`src/rtl/int_sched.sv`:
```
// Six-line edge-captured interrupt scheduler with fixed priority (bit 0
// highest), one interrupt in flight at a time and a small bus register map.
module int_sched (
   input  logic        clk,
   input  logic        rst,
   input  logic [5:0]  dev_irq,
   output logic [5:0]  dev_ack,
   output logic [5:0]  hwint,
   input  logic        int_taken,
   input  logic        int_done,
   input  logic        bus_we,
   input  logic [1:0]  bus_addr,
   input  logic [31:0] bus_wdata,
   output logic [31:0] bus_rdata
);

   typedef enum logic [1:0] {
      IDLE,
      REQ,
      SERVICE,
      EOI
   } state_t;

   state_t      state;
   logic [5:0]  irq_q;
   logic [5:0]  mask;
   logic [5:0]  pend;
   logic [5:0]  pm;
   logic [5:0]  rise;
   logic [5:0]  w1c;
   logic [5:0]  take_clr;
   logic [5:0]  cur_oh;
   logic [5:0]  win_oh;
   logic [2:0]  cur_id;
   logic [2:0]  win_id;
   logic        cur_valid;
   logic [15:0] count;
   logic        wr_mask;
   logic        wr_pend;
   logic        wr_count;
   logic        take;
   logic        unused_wdata;

   function automatic logic [5:0] onehot(input logic [2:0] id);
      logic [5:0] v;
      for (int i = 0; i < 6; i++) begin
         v[i] = (id == i[2:0]);
      end
      return v;
   endfunction

   assign wr_mask  = bus_we && (bus_addr == 2'd0);
   assign wr_pend  = bus_we && (bus_addr == 2'd1);
   assign wr_count = bus_we && (bus_addr == 2'd3);

   assign unused_wdata = ^bus_wdata[31:6];

   assign rise     = dev_irq & ~irq_q;
   assign pm       = pend & mask;
   assign w1c      = wr_pend ? bus_wdata[5:0] : 6'd0;
   assign cur_oh   = onehot(cur_id);
   assign win_oh   = onehot(win_id);
   assign take     = (state == REQ) && int_taken;
   assign take_clr = take ? cur_oh : 6'd0;

   // Scan downward so the lowest pending index is the one that sticks.
   always_comb begin
      win_id = 3'd0;
      for (int i = 5; i >= 0; i--) begin
         if (pm[i]) win_id = i[2:0];
      end
   end

   always_ff @(posedge clk or negedge rst) begin
      if (!rst) begin
         irq_q <= 6'd0;
         mask  <= 6'b000001;
         pend  <= 6'd0;
      end else begin
         irq_q <= dev_irq;
         if (wr_mask) mask <= bus_wdata[5:0];
         pend <= (pend & ~w1c & ~take_clr) | rise;
      end
   end

   always_ff @(posedge clk or negedge rst) begin
      if (!rst) begin
         state     <= IDLE;
         cur_id    <= 3'd0;
         cur_valid <= 1'b0;
         count     <= 16'd0;
         hwint     <= 6'd0;
         dev_ack   <= 6'd0;
      end else begin
         dev_ack <= 6'd0;
         case (state)
            IDLE: begin
               if (|pm) begin
                  state  <= REQ;
                  cur_id <= win_id;
                  hwint  <= win_oh;
               end
            end
            REQ: begin
               if (int_taken) begin
                  state     <= SERVICE;
                  cur_valid <= 1'b1;
                  hwint     <= 6'd0;
                  if (count != 16'hFFFF) count <= count + 16'd1;
               end else if (~|(mask & cur_oh)) begin
                  state <= IDLE;
                  hwint <= 6'd0;
               end
            end
            SERVICE: begin
               if (int_done) begin
                  state   <= EOI;
                  dev_ack <= cur_oh;
               end
            end
            EOI: begin
               state     <= IDLE;
               cur_valid <= 1'b0;
            end
            default: begin
               state <= IDLE;
               hwint <= 6'd0;
            end
         endcase
         // A bus clear overrides a same-cycle increment.
         if (wr_count) count <= 16'd0;
      end
   end

   always_comb begin
      bus_rdata = 32'd0;
      case (bus_addr)
         2'd0: bus_rdata = {26'd0, mask};
         2'd1: bus_rdata = {26'd0, pend};
         2'd2: bus_rdata = {cur_valid, 28'd0, cur_id};
         2'd3: bus_rdata = {16'd0, count};
         default: bus_rdata = 32'd0;
      endcase
   end

endmodule
```
`config.mk`:
```
export PLATFORM = sky130hd
export DESIGN_NAME = int_sched
export DESIGN_NICKNAME = d
export VERILOG_FILES = /design/src/rtl/int_sched.sv
export SDC_FILE = /design/constraint.sdc
export NUM_CORES = 1
export LEC_CHECK = 0
export ABC_AREA = 1
export CAP_MARGIN = 20
export CORE_MARGIN = 2
export CORE_UTILIZATION = 47
export DETAILED_ROUTE_END_ITERATION = 16
export PLACE_DENSITY = 0.87
export SLEW_MARGIN = 20
export SYNTH_ARGS = -nofsm -noshare
export SYNTH_HDL_FRONTEND = slang
export SYNTH_SLANG_ARGS = --single-unit
```
`constraint.sdc`:
```
create_clock -name clk -period 1.8 [get_ports clk]
set_clock_uncertainty 0.05 [all_clocks]
set_input_delay 0.36 -clock clk [delete_from_list [all_inputs] [get_ports clk]]
set_output_delay 0.36 -clock clk [all_outputs]
set_load 0.01 [all_outputs]
```
# Yosys cells after proc, flatten, opt, wreduce, memory -nomap -nowiden
# Index checks and enable logic that the tools add are counted.
# W data, S select, Z words.
[totals] ff_bits=52 out_inout_bits=44 in_bits=45
[op_classes] bitwise_logic=9 n_mux=26 n_eq_ne=21 n_reduce_logical=20 addsub=1
[ops] operator="$pmux W32 S4" count=1
[ops] operator="$mux W16" count=4
[ops] operator="$mux W6" count=7
[ops] operator="$and A6 B6 Y6" count=5
[ops] operator="$mux W3" count=6
[ops] operator="$not A6 Y6" count=3
[ops] operator="$add A16 B1 Y16 const B" count=1
[ops] operator="$ne A16 B16 Y1 const B" count=1
[ops] operator="$eq A3 B2 Y1 const B" count=4
[ops] operator="$eq A3 B3 Y1 const B" count=4
[ops] operator="$pmux W6 S2" count=1
[ops] operator="$reduce_or A6 Y1" count=2
[ops] operator="$reduce_bool A2 Y1" count=5
[ops] operator="$reduce_and A3 Y1" count=3
[ops] operator="$eq A2 B2 Y1 const B" count=4
[ops] operator="$mux W2" count=4
[ops] operator="$pmux W2 S4" count=1
[ops] operator="$eq A3 B1 Y1 const B" count=2
[ops] operator="$logic_not A3 Y1" count=2
[ops] operator="$ne A2 B2 Y1 const B" count=3
[ops] operator="$or A6 B6 Y6" count=1
[ops] operator="$eq A2 B1 Y1 const B" count=2
[ops] operator="$logic_and A1 B1 Y1" count=4
[ops] operator="$logic_not A2 Y1" count=2
[ops] operator="4 further kinds" count=5

# Logic depth before layout (Yosys ltp)
[logic_depth] depth_word=10 mapped_depth=11

# Worst setup path before layout
# OpenSTA, ideal clock, no wires.
[synth_path] kind="flip-flop to flip-flop" startpoint="register count[0]" endpoint="register count[10]" setup_time_ps=121 path_buffers=1 t_required_ps=1629 path_stages_with_launch=10 path_slack_ps=259 t_arrival_ps=1370 cell_sequence="dfrtp_1 -> ha_1 -> nand3_2 -> nor2_4 -> nand3_2 -> nand2_4 -> nand2_8 -> clkinv_8 -> buf_12 -> o21ai_1"
[synth_between] elab_chain_cells=5 word_cells_on_any_way=8
[synth_rtl] element="from (decl)" line_no="37" rtl="logic [15:0] count;"
[synth_rtl] element="from (signal assigned)" line_no="109" rtl="if (count != 16'hFFFF) count <= count + 16'd1;"
[synth_rtl] element="$add A16 B1 Y16" line_no="109"
[synth_rtl] element="$mux W16" line_no="109"
[synth_rtl] element="$mux W16" line_no="105" rtl="if (int_taken) begin"
[synth_rtl] element="$mux W16" line_no="96" rtl="case (state)"
[synth_rtl] element="$mux W16" line_no="131" rtl="if (wr_count) count <= 16'd0;"
# Parallel ways exist; a longest one is shown, timed or not. The select of a mux whose other input is x is not followed.
# A chain may end at the register's enable or synchronous reset.

# Worst setup path in the final report
[layout_path] startpoint="input bus_addr[1]" endpoint="output bus_rdata[12]"
[layout_between] elab_chain_cells=2 word_cells_on_any_way=5
[layout_rtl] element="from (decl)" line_no="12" rtl="input logic [1:0] bus_addr,"
[layout_rtl] element="$eq A2 B2 Y1, or another cell as far along" line_no="137" rtl="case (bus_addr)"
[layout_rtl] element="$pmux W32 S4 (*)" line_no="137"
[layout_rtl] element="to (decl)" line_no="14" rtl="output logic [31:0] bus_rdata"
# Every way passes the cells marked *; elsewhere a longest branch is shown, timed or not. The select of a mux whose other input is x is not followed.

==> results.json <==
{
  "status": "finished, final reports clean",
  "clk_latency_ns": 0.32,
  "wl_per_cell_um": 13.66,
  "yosysTopAreaCellShare_pct": 43.24,
  "synth.largest_area_cell": "sky130_fd_sc_hd__dfrtp_1",
  "number_of_routed_nets_with_antenna_violations": 0,
  "p_sw_share_pct": 39.90,
  "synth.most_common_cell": "sky130_fd_sc_hd__nand2_1",
  "synth_cell_types": 32,
  "share_of_post_route_cells_with_drive_strength_above_1_pct": 14.00,
  "worstSetupPathType": "in -> out",
  "port_buffers": 47,
  "clock_tree_buffer_depth": 2,
  "pwr-share-comb_pct": 39.0,
  "finalCriticalPeriod_ns": 1.714,
  "dieWidth_um": 83.25,
  "worst-endpoint-required_ns": 1.39,
  "timing.hold.worst.class": "reg -> reg",
  "cellLeakagePower_uw": 0.001746,
  "ys_async_sr_fraction_pct": 100.0,
  "clk_transition_reported_paths_ns": 0.09,
  "timing.final.hold_violations": 0,
  "syn_to_final_growth_pct": 23.10,
  "tritoncts_clock_tree": "done",
  "clkPwrFrac_pct": 20.5,
  "htree_levels": 2,
  "postSynthCellCount": 392,
  "design_area_um2": 3633,
  "n_fill_cell": 531,
  "cell_area_synth_um2": 2952,
  "gp_congestion": 0.9194,
  "worst_setup_path_end_kind": "output pin",
  "synth_seq_cells": 52,
  "pin_count": 89,
  "core-area_um2": 5991,
  "num_cts_buffers": 5,
  "synth-edff-count": 0,
  "netSwitchingPower_uw": 1593,
  "peakVddDrop_v": 0.0006904,
  "max_freq_mhz": 583.5,
  "pin_count_of_the_biggest_net_entering_global_routing": 37,
  "postRouteWirelength_mm": 7.267,
  "vias_in_the_first_global_route": 2689,
  "post_detailed_placement_half_perimeter_wirelength_mm": 5.604,
  "sequential_area_share_after_synthesis_pct": 44.13,
  "avgViaCountPerCell": 5.299,
  "p_int_uw": 2400,
  "cp.arrival_ns": 1.30,
  "floorplan.die_area_um2": 6930,
  "critical_path_peak_fanout": 10,
  "globalRouteTotalUtil_pct": 21.79,
  "grt_first_pass_wirelength_mm": 12.30,
  "period_share_pct": 95.21,
  "part_of_the_power_in_registers_pct": 40.4,
  "design.final.nets": 502,
  "globalRouteOverflowTotal": 0,
  "hold_slack_ns": 0.3827,
  "first_pass_iters": 4,
  "rsz0062_at_grt": "false",
  "drc": 0,
  "number_of_buffers_added_for_setup_after_cts": 0,
  "synth.area.top_cells": "sky130_fd_sc_hd__dfrtp_1 (43%), sky130_fd_sc_hd__nand2_1 (14%), sky130_fd_sc_hd__nor2_1 (6.4%), sky130_fd_sc_hd__inv_1 (5.0%), sky130_fd_sc_hd__nand3_1 (4.7%)",
  "floorplan_die_height_um": 83.25,
  "synth_common_cells": "sky130_fd_sc_hd__nand2_1 (109), sky130_fd_sc_hd__dfrtp_1 (51), sky130_fd_sc_hd__nor2_1 (50)",
  "timing_max_transition_violations_final": 0,
  "synth_warnings": 0,
  "synth_flop_cell": "sky130_fd_sc_hd__dfrtp_1",
  "num_antenna_cells": 0,
  "power.density_cell_area_nw_per_um2": 1099,
  "number_of_antenna_violations_at_the_first_check_in_global_routing": 0,
  "report.final.setup_viol": 0,
  "num_rows": 28,
  "detail_route.iter0.violations": 170,
  "vias": 2819,
  "kind_of_start_point_of_the_critical_path": "primary input",
  "initial_core_util_pct": 49.27,
  "place_area_um2": 3538,
  "syn_area_per_cell_um2": 7.530,
  "clk_root_buffer_cell": "sky130_fd_sc_hd__clkbuf_8",
  "maxCapViolations": 0,
  "numClockSinks": 52
}
worst max-delay path, cell delays in order:
cell and delay, ns:
sky130_fd_sc_hd__dlygate4sd2_1 0.27, sky130_fd_sc_hd__nand2_2 0.11, sky130_fd_sc_hd__buf_4 0.19, sky130_fd_sc_hd__nor2_1 0.11, sky130_fd_sc_hd__clkdlybuf4s15_1 0.26
cells in the final DEF, fill, tap and decap left out, types with 3 or more instances in the layout:
cell                              count
sky130_fd_sc_hd__o2111ai_1            3
sky130_fd_sc_hd__nand2_2              8
sky130_fd_sc_hd__conb_1              15
sky130_fd_sc_hd__xor2_1               5
sky130_fd_sc_hd__o21ai_0             26
sky130_fd_sc_hd__o211ai_1             3
sky130_fd_sc_hd__nor2_1              50
sky130_fd_sc_hd__o22ai_1              6
sky130_fd_sc_hd__inv_1               39
sky130_fd_sc_hd__buf_4               14
sky130_fd_sc_hd__nand2_1            108
sky130_fd_sc_hd__dlygate4sd2_1       12
sky130_fd_sc_hd__buf_2                5
sky130_fd_sc_hd__o21ai_1              5
sky130_fd_sc_hd__nand3_1             28
sky130_fd_sc_hd__inv_2                8
sky130_fd_sc_hd__clkdlybuf4s50_1     27
sky130_fd_sc_hd__clkbuf_8             5
sky130_fd_sc_hd__o21ai_2              3
sky130_fd_sc_hd__dfrtp_1             50
sky130_fd_sc_hd__a21oi_1              3
sky130_fd_sc_hd__nand4_1              9
per-stage QoR:
step	setup WS [ns]	total power [uW]	TNS (ns)	std cells	util, %
floorplan	0.2593	2606	0	406	-
global placement	-0.5194	3111	-8.836	523	59.06
detailed placement	-0.5614	3186	-9.527	523	59.06
CTS	0.07588	3980	0	532	60.57
global route	0.002984	4258	0	532	60.65
finish	0.08615	3993	0	532	60.65
layout make-up:
cell class / count / area [um^2] / area share, %
Clock buffer: 5 / 68.82 / 1.894
Tap cell: 75 / 93.84 / 2.583
Multi-Input combinational cell: 286 / 1364 / 37.53
Timing Repair Buffer: 63 / 568.0 / 15.63
Clock inverter: 3 / 42.54 / 1.171
Inverter: 48 / 192.7 / 5.303
Sequential cell: 52 / 1304 / 35.88
registers in the layout, summed over array words and instances (netlist names), named ones only:
name       count
count         16
mask           6
state          1
hwint          6
dev_ack        6
cur_valid      1
irq_q          6
cur_id         3
pend           6
cells by family (layout without fill, tap and decap cells):
logic type | count (synthesis) | in the layout | synth area share, %
AOI/OAI and AO/OA | 50 | 50 | 9.877
xor gates and xnor gates | 5 | 5 | 1.484
adders and majority gates | 1 | 1 | 0.4238
buffers and inverters | 68 | 119 | 11.62
DFF | 52 | 52 | 44.13
other | 1 | 15 | 0.1271
and+or+nand+nor | 215 | 215 | 32.34
power groups by stage:
stage / clock (uW) / sequential [uW] / combinational, uW
floorplan: 0 / 1630 / 976
global placement: 0 / 1620 / 1490
detailed placement: 0 / 1630 / 1560
CTS: 828 / 1600 / 1550
global route: 874 / 1650 / 1740
finish: 819 / 1610 / 1560
final timing paths:
check	cells past startpoint	slack, ns	start	to
max	5	0.09	bus_addr[1]	bus_rdata[12]
min	1	0.38	irq_q[4]	pend[4]
max reg2reg	8	0.09	count[1]	count[14]
min reg2reg	1	0.38	irq_q[4]	pend[4]
max in group asynchronous	3	0.63	rst	mask[0]
min in group asynchronous	2	0.46	rst	count[13]
layer usage:
metal	global-route usage [%]	vias to the layer above	share of wire, %
li1	-	1351	-
met1	26.42	1316	41
met2	37.98	132	50
met3	4.274	20	6.4
met4	8.644	0	2.9
met5	0	-	0
what timing repair did:
item                       CTS  global route
setup endpoints to repair   17             6
gates resized for setup     36             3
hold endpoints to repair    16             0
hold buffers                 1             0
No activity file was read; power rests on OpenSTA's default activity.
